--- src/rtl/dot_product_mac.sv ---
// dot_product_mac
//   Multi-lane multiply-accumulate engine. Each accepted beat multiplies LANES
//   pairs of x/w elements, sums them in an adder tree (pipeline stage 1), then
//   adds that sum into a wide accumulator (stage 2). After the last beat the
//   pipeline drains for two cycles and the result is held until it is taken.
//
//   Build option: define MAC_SATURATE_EN to clamp the accumulator at the range
//   limits on overflow; without it the accumulator wraps modulo 2^ACC_W. The
//   sticky overflow flag behaves identically in both builds.
//
//   Handshake: a beat transfers on a rising edge where in_valid && in_ready;
//   a result transfers on a rising edge where out_valid && out_ready. Neither
//   valid may depend on its ready; in_ready and out_valid depend on FSM state
//   only, and reset overrides both handshakes.
//
//   dbg_state / dbg_products expose the FSM state and the stage-1 lane products
//   so external checkers can bind to them.

module dot_product_mac #(
   parameter int DATA_W = 8,
   parameter int LANES  = 4,
   parameter int ACC_W  = 32,
   parameter int LEN_W  = 8
) (
   input  logic                        clk,
   input  logic                        reset,
   input  logic                        signed_mode,
   input  logic [LEN_W-1:0]            len,
   input  logic                        in_valid,
   output logic                        in_ready,
   input  logic [LANES*DATA_W-1:0]     x,
   input  logic [LANES*DATA_W-1:0]     w,
   output logic                        out_valid,
   input  logic                        out_ready,
   output logic [ACC_W-1:0]            result,
   output logic                        overflow,
   output logic                        busy,
   output logic [1:0]                  dbg_state,
   output logic [LANES*2*DATA_W-1:0]   dbg_products
);

   // Width bookkeeping. The stage-2 adder is wide enough to hold the true
   // (unwrapped) sum of any accumulator value and any stage-1 sum, in either
   // signedness, so range checks are exact even if ACC_W < SUM_W.
   localparam int LOG2L  = $clog2(LANES);
   localparam int PROD_W = 2 * DATA_W;
   localparam int SUM_W  = PROD_W + LOG2L;
   localparam int EXT_W  = ((ACC_W > SUM_W) ? ACC_W : SUM_W) + 2;

   typedef enum logic [1:0] {
      IDLE  = 2'd0,
      ACCUM = 2'd1,
      DRAIN = 2'd2,
      HOLD  = 2'd3
   } state_t;

   state_t              state, state_nx;
   logic [LEN_W-1:0]    cnt, cnt_nx;       // beats still to come in this product
   logic                drain_cnt, drain_nx;
   logic                mode_q;            // signedness captured on the first beat

   logic                beat;
   logic                first_beat;
   logic                eff_signed;

   // Stage-1 signals
   logic [LANES*PROD_W-1:0] prod_c;
   logic [SUM_W-1:0]        prod_ext [LANES];
   logic [SUM_W-1:0]        sum_c;
   logic                    s1_valid;
   logic [LANES*PROD_W-1:0] s1_prod;
   logic [SUM_W-1:0]        s1_sum;

   // Stage-2 signals
   logic [ACC_W-1:0]    acc;
   logic                ovf_q;
   logic [EXT_W-1:0]    sum_ext;
   logic [EXT_W-1:0]    acc_ext;
   logic [EXT_W-1:0]    add_full;
   logic                add_ovf;
   logic [ACC_W-1:0]    acc_nx;

   assign beat       = in_valid && in_ready;
   assign first_beat = (state == IDLE) && in_valid;
   // The first beat is multiplied in the same cycle its mode is captured, so it
   // must see the live input rather than the register.
   assign eff_signed = (state == IDLE) ? signed_mode : mode_q;

   // ---------------------------------------------------------------- FSM
   // State, remaining-beat counter and drain counter registers.
   always_ff @(posedge clk) begin
      if (reset) begin
         state     <= IDLE;
         cnt       <= '0;
         drain_cnt <= 1'b0;
      end else begin
         state     <= state_nx;
         cnt       <= cnt_nx;
         drain_cnt <= drain_nx;
      end
   end

   // Next-state logic and state-decoded handshake outputs.
   always_comb begin
      state_nx  = state;
      cnt_nx    = cnt;
      drain_nx  = drain_cnt;
      in_ready  = 1'b0;
      out_valid = 1'b0;
      busy      = 1'b1;
      case (state)
         IDLE: begin
            in_ready = 1'b1;
            busy     = 1'b0;
            if (in_valid) begin
               drain_nx = 1'b0;
               // len of 0 is treated as a single-beat product
               if (len <= LEN_W'(1)) begin
                  state_nx = DRAIN;
                  cnt_nx   = '0;
               end else begin
                  state_nx = ACCUM;
                  cnt_nx   = len - LEN_W'(1);
               end
            end
         end
         ACCUM: begin
            in_ready = 1'b1;
            if (in_valid) begin
               cnt_nx = cnt - LEN_W'(1);
               if (cnt == LEN_W'(1)) begin
                  state_nx = DRAIN;
                  drain_nx = 1'b0;
               end
            end
         end
         DRAIN: begin
            // two cycles: stage 2 absorbs the last beat, then the result settles
            if (drain_cnt) begin
               state_nx = HOLD;
               drain_nx = 1'b0;
            end else begin
               drain_nx = 1'b1;
            end
         end
         HOLD: begin
            out_valid = 1'b1;
            if (out_ready) begin
               state_nx = IDLE;
            end
         end
         default: begin
            state_nx = IDLE;
         end
      endcase
   end

   // Capture the operand signedness on the first beat of each product.
   always_ff @(posedge clk) begin
      if (reset) begin
         mode_q <= 1'b0;
      end else if (first_beat) begin
         mode_q <= signed_mode;
      end
   end

   // ---------------------------------------------------------------- stage 1
   // Per-lane multiply. Operands are extended by one bit (sign or zero) so one
   // signed multiplier serves both modes; the product always fits in PROD_W
   // bits and resizing to SUM_W preserves its value in either mode.
   for (genvar i = 0; i < LANES; i++) begin : g_lane
      logic signed [DATA_W:0]     xe;
      logic signed [DATA_W:0]     we;
      logic signed [2*DATA_W+1:0] pe;
      assign xe = {eff_signed & x[i*DATA_W + DATA_W-1], x[i*DATA_W +: DATA_W]};
      assign we = {eff_signed & w[i*DATA_W + DATA_W-1], w[i*DATA_W +: DATA_W]};
      assign pe = xe * we;
      assign prod_c[i*PROD_W +: PROD_W] = pe[PROD_W-1:0];
      assign prod_ext[i] = SUM_W'(pe);
   end

   // Adder tree over the lane products; modular addition at SUM_W bits gives
   // the exact sum in both signed and unsigned interpretation.
   always_comb begin
      sum_c = '0;
      for (int i = 0; i < LANES; i++) begin
         sum_c = sum_c + prod_ext[i];
      end
   end

   // Stage-1 register: lane products and tree sum, only on accepted beats.
   always_ff @(posedge clk) begin
      if (reset) begin
         s1_valid <= 1'b0;
         s1_prod  <= '0;
         s1_sum   <= '0;
      end else begin
         s1_valid <= beat;
         if (beat) begin
            s1_prod <= prod_c;
            s1_sum  <= sum_c;
         end
      end
   end

   // ---------------------------------------------------------------- stage 2
   // Extend both operands per the captured mode and add at full precision.
   assign sum_ext  = {{(EXT_W-SUM_W){mode_q & s1_sum[SUM_W-1]}}, s1_sum};
   assign acc_ext  = {{(EXT_W-ACC_W){mode_q & acc[ACC_W-1]}}, acc};
   assign add_full = sum_ext + acc_ext;

   // Out of range when the bits above the ACC_W field are not a pure sign
   // extension (signed) or are not all zero (unsigned; the sum is never
   // negative there).
   assign add_ovf = mode_q
      ? !((&add_full[EXT_W-1:ACC_W-1]) || !(|add_full[EXT_W-1:ACC_W-1]))
      : (|add_full[EXT_W-1:ACC_W]);

`ifdef MAC_SATURATE_EN
   // Clamp to the limit on the side the true sum went out of range.
   always_comb begin
      acc_nx = add_full[ACC_W-1:0];
      if (add_ovf) begin
         if (mode_q) begin
            acc_nx = add_full[EXT_W-1] ? {1'b1, {(ACC_W-1){1'b0}}}
                                       : {1'b0, {(ACC_W-1){1'b1}}};
         end else begin
            acc_nx = '1;
         end
      end
   end
`else
   // Wrap modulo 2^ACC_W.
   assign acc_nx = add_full[ACC_W-1:0];
`endif

   // Accumulator and sticky overflow. The first beat clears both; its own
   // contribution arrives one cycle later through stage 2, so a clear and an
   // add never coincide.
   always_ff @(posedge clk) begin
      if (reset) begin
         acc   <= '0;
         ovf_q <= 1'b0;
      end else if (first_beat) begin
         acc   <= '0;
         ovf_q <= 1'b0;
      end else if (s1_valid) begin
         acc <= acc_nx;
         if (add_ovf) begin
            ovf_q <= 1'b1;
         end
      end
   end

   assign result       = acc;
   assign overflow     = ovf_q;
   assign dbg_state    = state;
   assign dbg_products = s1_prod;

endmodule
--- config.mk ---
export PLATFORM = sky130hd
export DESIGN_NAME = dot_product_mac
export DESIGN_NICKNAME = d
export VERILOG_FILES = /design/src/rtl/dot_product_mac.sv
export SDC_FILE = /design/constraint.sdc
export NUM_CORES = 1
export LEC_CHECK = 0
export ABC_AREA = 0
export ABC_CLOCK_PERIOD_IN_PS = 8900
export BUFFER_PORTS_ARGS = -buffer_cell sky130_fd_sc_hd__clkbuf_2
export CORE_ASPECT_RATIO = 0.9
export CORE_UTILIZATION = 40
export DETAILED_ROUTE_END_ITERATION = 6
export HOLD_SLACK_MARGIN = 0.06
export PLACE_DENSITY = 0.59
export SLEW_MARGIN = 30
export SYNTH_ARGS = -nofsm -noshare
export SYNTH_HDL_FRONTEND = slang
export SYNTH_SLANG_ARGS = --single-unit
--- constraint.sdc ---
create_clock -name clk -period 8.9 [get_ports clk]
set_input_delay 1.335 -clock clk [delete_from_list [all_inputs] [get_ports clk]]
set_output_delay 1.335 -clock clk [all_outputs]
set_load 0.005 [all_outputs]
## Word-level counts from Yosys, hierarchy flattened

Cells that the tools add are included.

- Memory bits (writable): 0
- Register bits after elaboration: 128
- Logic and storage cells: 77
- Output and inout bits: 102
- Memories: 0
- Bits in latches: 0
- Memory bits (read-only): 0

- Eq/ne operators: 9
- $lt $le $gt $ge: 1
- Multiply operators: 4
- Reduce and logical (&&, ||, !) cells: 17
- Bitwise logic cells: 10
- $add $sub $neg: 6
- Shift operators: 0
- Mux-type cells: 21
- Div/mod/pow operators: 0

Operators by type and width:

| cell | number |
|---|---|
| $mul A9 B9 Y18 | 4 |
| $add A18 B18 Y18 | 3 |
| $add A19 B33 Y34 | 1 |
| $mux W8 | 3 |
| $pmux W8 S2 | 1 |
| $sub A8 B1 Y8 const B | 2 |
| $mux W2 | 6 |
| $and A1 B1 Y1 | 10 |
| $ne A2 B2 Y1 const B | 5 |
| $mux W1 | 9 |
| $eq A8 B1 Y1 const B | 1 |
| $le A8 B1 Y1 const B | 1 |
| $pmux W2 S4 | 1 |
| $reduce_and A3 Y1 | 2 |
| $reduce_or A2 Y1 | 3 |
| $reduce_and A5 Y1 | 1 |
| $eq A2 B2 Y1 const B | 2 |
| $reduce_and A4 Y1 | 1 |
| $pmux W1 S3 | 1 |
| $reduce_bool A3 Y1 | 1 |
| $reduce_or A3 Y1 | 1 |
| $eq A2 B1 Y1 const B | 1 |
| $logic_and A1 B1 Y1 | 2 |
| $logic_not A1 Y1 | 2 |
| other kinds (4) | 4 |

## Logic depth before layout (Yosys ltp)

Gate-level depths: netlist of run 1.

- Depth in word-level cells: 8
- Gate-level depth with buffers: 36

## Least setup slack after synthesis of run 1

OpenSTA, ideal clock, no wires.

- Path type: input-to-reg
- Start point: in signed_mode
- End point: reg s1_sum[17]
- Arrival: 8637 ps
- Stages: 34
- Setup slack: 146 ps
- Setup time: 117 ps
- Required time: 8783 ps
- Cells stage by stage: mux2_2 -> clkbuf_1 -> nand2_1 -> or2_2 -> fa_1 -> fa_1 -> inv_1 -> fa_1 -> fa_1 -> inv_1 -> fa_1 -> inv_1 -> ha_1 -> inv_1 -> o21bai_1 -> a21oi_1 -> o21bai_1 -> a21oi_1 -> o21bai_1 -> a21oi_1 -> o21ai_0 -> xnor2_1 -> fa_1 -> fa_1 -> xor2_1 -> xnor2_1 -> xnor2_1 -> xnor2_1 -> xnor2_1 -> xnor2_1 -> xnor2_1 -> xnor3_1 -> mux2i_1 -> nand2_1

- Word-level cells in the longest chain between the ends: 6
- Elaborated cells on any way between the ends: 16

Ends and longest elaborated chain:

| what | line | text |
|---|---|---|
| from (decl) | 27 | `input logic signed_mode,` |
| $mux W1 (*) | 87 | `assign eff_signed = (state == IDLE) ? signed_mode : mode_q;` |
| $and A1 B1 Y1 (on tied branches) | 175, 176 |  |
| $mul A9 B9 Y18 | 177 | `assign pe = xe * we;` |
| $add A18 B18 Y18 (2 in a row) | 187 | `sum_c = sum_c + prod_ext[i];` |
| $add A18 B18 Y18 (*) | 187 |  |
| to (signal assigned) | 201 | `s1_sum <= sum_c;` |
| to (decl) | 72 | `logic [SUM_W-1:0] s1_sum;` |

Mark *: on every way between the ends. The rest lies on a longest branch, timed or not.
A chain may end at the register's enable or synchronous reset.

## Worst setup path in the final report of run 1

Ends and elaborated chain as after synthesis.

==> results of run 1 <==
sequential cells by signal, indices dropped and copies added, names as in the netlist:
name and count:
dbg_products 64, s1_sum 18, dbg_state 2, s1_valid 1
drain_cnt 1, result 32, mode_q 1, overflow 1
cnt 8
layout make-up:
type                            instances  area (um^2)  area share
Clock buffer                           17          425      0.0189
Clock inverter                         13          116     0.00517
Inverter                              430         1610      0.0718
Multi-Input combinational cell       1682        15600       0.692
Sequential cell                       128         2570       0.114
Tap cell                              671          840      0.0373
Timing Repair Buffer                  241         1370      0.0608
critical path, delay by kind of cell:
family	cells	cell delay, ps
AOI/OAI and AO/OA	7	1030
adders and majority gates	8	3550
buffers and inverters	5	290
and+or+nand+nor	3	450
muxes	2	410
xor gates and xnor gates	9	1640
Yosys cell counts, types with 12 or more instances:
master and count:
a211oi_1 16, a21o_1 19, a21oi_1 153, and2_1 142, and3_1 12, clkbuf_1 75, dfxtp_1 128, fa_1 315
ha_1 211, inv_1 430, mux2i_1 24, nand2_1 319, nand2b_1 12, nand3_1 13, nor2_1 112, nor2b_1 14
nor3_1 12, o21ai_0 46, o21bai_1 14, or2_2 19, xnor2_1 99, xor2_1 24
path summary, 6_finish.rpt:
check,slack (ps),end,depth (start not counted),from
setup / recovery,530,s1_sum[17]$_SDFFE_PP0P_,34,signed_mode
hold / removal,450,dbg_products[2]$_SDFFE_PP0P_,2,dbg_products[2]$_SDFFE_PP0P_
setup reg to reg,590,s1_sum[17]$_SDFFE_PP0P_,35,dbg_state[0]$_SDFFE_PP0P_
hold reg to reg,450,dbg_products[2]$_SDFFE_PP0P_,2,dbg_products[2]$_SDFFE_PP0P_
metrics by stage:
stage                      util  TNS, ps
final                     0.457        0
after global routing      0.457        0
after CTS                 0.456        0
after detailed placement  0.445     -253
after global placement    0.445     -118
after floorplan               -        0
repair_timing:
action                     CTS  global route
setup endpoints to repair    0             1
buffers inserted             0             0
hold endpoints to repair     0             0
resized for setup            0             6
logic make-up (layout without fill, tap and decap cells):
kind of cell,Yosys count,in the layout,synth area share
flip-flops,128,128,0.128
multiplexers,26,26,0.0131
buffers and inverters,509,701,0.0962
AND/OR/NAND/NOR,688,688,0.162
XOR/XNOR,124,124,0.0550
AO/OA/AOI/OAI,318,318,0.0986
adder cells (fa/ha/maj),526,526,0.447
metal layers:
layer	routed length [um]	up-vias	part of all wire
met5	0	-	0
met4	1250	0	0.024
met3	2360	62	0.046
met2	24700	311	0.48
met1	23400	7841	0.45
li1	-	7577	-
==> flow_summary.toml, run 1 <==
[worst_setup_path]
arrival_ps = 8730
startpoint_type = "input pin"
crit_path_max_incr_delay_ps = 500
worstPathRequired_ps = 9250
cp_slowest_cell = "fa_1"
critPathKind = "input pin to register"
critPathCaptureType = "register"
path_max_fanout = 7

[run]
maxCapViolCount = 0

[routing]
drt_iter0_drc = 758
ant_nets = 0
finalWirelength_um = 51700
dr.pass1.iters = 5
wl_per_cell_um = 16.3
routed-via-count = 15800
drc = 0
via_per_inst = 4.96

[yosys]
yosysTopAreaCellShare = 0.315
yosys-top-cells-area = "fa_1, ha_1, dfxtp_1"
async_flop_share = 0
yosysTopAreaCell = "fa_1"
yosysWarnings = 0
ys_seq_area_frac = 0.128
avgSynthCellArea_um2 = 8.63
synth_nets = 2922
synth-edff-count = 0
synth.distinct_cells = 69
ys.flop_type = "dfxtp_1"
synth-seq-cells = 128
syn_inst = 2319
syn_area_um2 = 20000

[timing]
fin_ws_ps = 528
max_slew_margin = 0.359
worst_pin_slew_ps = 961
timing.fmax_mhz = 119
grt_setup_unrepaired = "false"
hold_ws_ps = 455
fin_crit_sh = 0.941
finClkSkew_ps = 12.2
drv_slew = 0
setup_viol = 0
hold_viol = 0
period_needed_ps = 8370

[finish]
layoutNonFillerInstCount = 3182
nets = 3103
design_area_um2 = 22500
final_cell_mix = "inv_1, nand2_1, fa_1, ha_1, clkbuf_2"
n_antenna_cell = 0
drive_above_1_share = 0.130
synthToLayoutAreaGrowth_pct = 12.4
final_common_cell = "inv_1"
fill_cells = 4817

[place]
place_ws_ps = -253
io_buffers = 178
dp_cells = 3152
place_congestion = 0.901
dpl_cell_area_um2 = 21900
hpwl_um = 43200

[clocking]
clockBufferDepth = 2
cts.sinks = 128
cts_buffers = 17
insertion_delay_ps = 470
cts.htree.levels = 4
path_clk_slew_ps = 60
cts_tree = "done"
cts_root_buf = "clkbuf_16"
ctsHoldBuffers = 0

[global_route]
grtUsageMet1 = 0.285
grt_pass1_wl_um = 85500
antenna_found_initial = 0
grt_busiest_layer = "met2"
grtUsageTotal = 0.213
first_global_vias = 16500
gr-usage-met2 = 0.353
grt_max_degree = 85
grt-ovfl-total = 0
use_met3 = 0.0351

[floorplanning]
die_width_um = 238
die_h_um = 214
initial_core_util = 0.406
num_io_pins = 179
rows = 77
dieArea_um2 = 50900
core_um2 = 49200

[run_status]
status = "complete, no violations"

[worst_hold_path]
hold_class = "register to register"
Power of run 1 is left out: the tool's default activity adds up to more than one toggle a clock period on the data nets, which glitch-free logic cannot reach.
==> run 2, diff against run 1 <==
Settings changed: CORE_MARGIN set to 1.5.
==> flow_summary.toml, run 2 (synthesis gave the netlist of run 1 again) <==
[timing]
max_slew_margin = 0.468
worst_pin_slew_ps = 798
drv_slew = 0
timing.fmax_mhz = 118
period_needed_ps = 8480
hold_viol = 0
fin_crit_sh = 0.953
fin_ws_ps = 420
finClkSkew_ps = 10.5
fin_tns_setup_ps = 0
grt_setup_unrepaired = "false"
setup_viol = 0

[clocking]
path_clk_slew_ps = 60
cts.htree.levels = 4
postCtsSetupRepairBufs = 0
cts_buffers = 17
cts_tree = "done"
cts_root_buf = "clkbuf_16"
cts.sinks = 128
clockBufferDepth = 2
insertion_delay_ps = 470

[worst_setup_path]
startpoint_type = "input pin"
reg2reg_slack_ps = 550
crit_path_max_incr_delay_ps = 500
path_max_fanout = 6
critPathCaptureType = "register"
cp_slowest_cell = "fa_1"
crit_start = "signed_mode"
r2r_cells = 35
cp-endpoint = "s1_sum[17]$_SDFFE_PP0P_"
r2r-start = "dbg_state[0]$_SDFFE_PP0P_"
r2r_end = "s1_sum[17]$_SDFFE_PP0P_"
arrival_ps = 8840
worstPathRequired_ps = 9260
critPathKind = "input pin to register"

[place]
place_ws_ps = -191
place_congestion = 0.880
hpwl_um = 43400
io_buffers = 178
dp_cells = 3149

[run]
maxCapViolCount = 0

[finish]
finalCoreUtilization = 0.458
n_antenna_cell = 0
final_cell_mix = "inv_1, nand2_1, fa_1, ha_1, clkbuf_2"
multiInputGateArea_um2 = 15600
synthToLayoutAreaGrowth_pct = 12.6
drive_above_1_share = 0.129
final_common_cell = "inv_1"
fill_cells = 4888
nets = 3100
largest_reg_flops = 64
layoutNonFillerInstCount = 3181
regArea_um2 = 2570

[global_route]
antenna_found_initial = 0
grtUsageTotal = 0.211
grt_max_degree = 74
grt-ovfl-total = 0
first_global_vias = 16500
grt_pass1_wl_um = 85100

[routing]
via_per_inst = 4.95
drc = 0
dr.pass1.iters = 5
finalWirelength_um = 51800
drt_iter0_drc = 784
routed-via-count = 15700
ant_nets = 0
wl_per_cell_um = 16.3

[floorplanning]
dieArea_um2 = 51400
die_width_um = 239
core_um2 = 49200
rows = 77
die_h_um = 215
initial_core_util = 0.406
num_io_pins = 179

[worst_hold_path]
hold_class = "register to register"

[run_status]
status = "complete, no violations"
## run 2: changes by cell type in the layout (fill, tap and decap cells not counted), sizes merged
cell / delta
buf: -3
bufinv: +2
clkbuf: +2
clkinv: -5
inv: +3
## run 2: critical path, delay by kind of cell
kind / cells / cell delay (ps)
adders and majority gates: 8 / 3530
buffers and inverters: 5 / 300
AOI/OAI and AO/OA: 7 / 1040
muxes: 2 / 430
and+or+nand+nor: 3 / 450
xor gates and xnor gates: 9 / 1730
## run 2: worst min-delay path by stage
| stage | from | depth (start not counted) | slack, ps | to |
|---|---|---|---|---|
| 2_1_floorplan | s1_sum[11]$_SDFFE_PP0P_ | 2 | 440 | s1_sum[11]$_SDFFE_PP0P_ |
| 3_3_place_gp | dbg_products[58]$_SDFFE_PP0P_ | 2 | 450 | dbg_products[58]$_SDFFE_PP0P_ |
| 3_5_place_dp | dbg_products[4]$_SDFFE_PP0P_ | 2 | 450 | dbg_products[4]$_SDFFE_PP0P_ |
| 4_1_cts | dbg_products[4]$_SDFFE_PP0P_ | 2 | 450 | dbg_products[4]$_SDFFE_PP0P_ |
| 5_1_grt | dbg_products[4]$_SDFFE_PP0P_ | 2 | 480 | dbg_products[4]$_SDFFE_PP0P_ |
| 6_report | dbg_products[4]$_SDFFE_PP0P_ | 2 | 460 | dbg_products[4]$_SDFFE_PP0P_ |
## run 2: through the flow
stage                     instance area, um^2  hold slack (ps)
after floorplan                         20000              436
after global placement                  21900              446
after detailed placement                21900              447
after CTS                               22500              455
after global routing                    22500              477
final                                   22500              456
## run 2: timing repair
item,4_1_cts,5_1_grt
gates resized for setup,0,5
endpoints found under the setup margin,0,1
hold buffers,0,0
## run 2: cell type report
| type | count | area share |
|---|---|---|
| clock buffers | 19 | 0.0197 |
| clock inverters | 13 | 0.00783 |
| inverters | 430 | 0.0716 |
| multi-input cells | 1682 | 0.690 |
| flip-flops and latches | 128 | 0.114 |
| well taps | 671 | 0.0373 |
| repair buffers | 238 | 0.0596 |
## run 2: layer usage
metal  share of wire  track usage
met4           0.023       0.0622
met1            0.45        0.274
met5               0            0
met3           0.053       0.0394
met2            0.48        0.354
Power of run 2 is left out for the same reason.
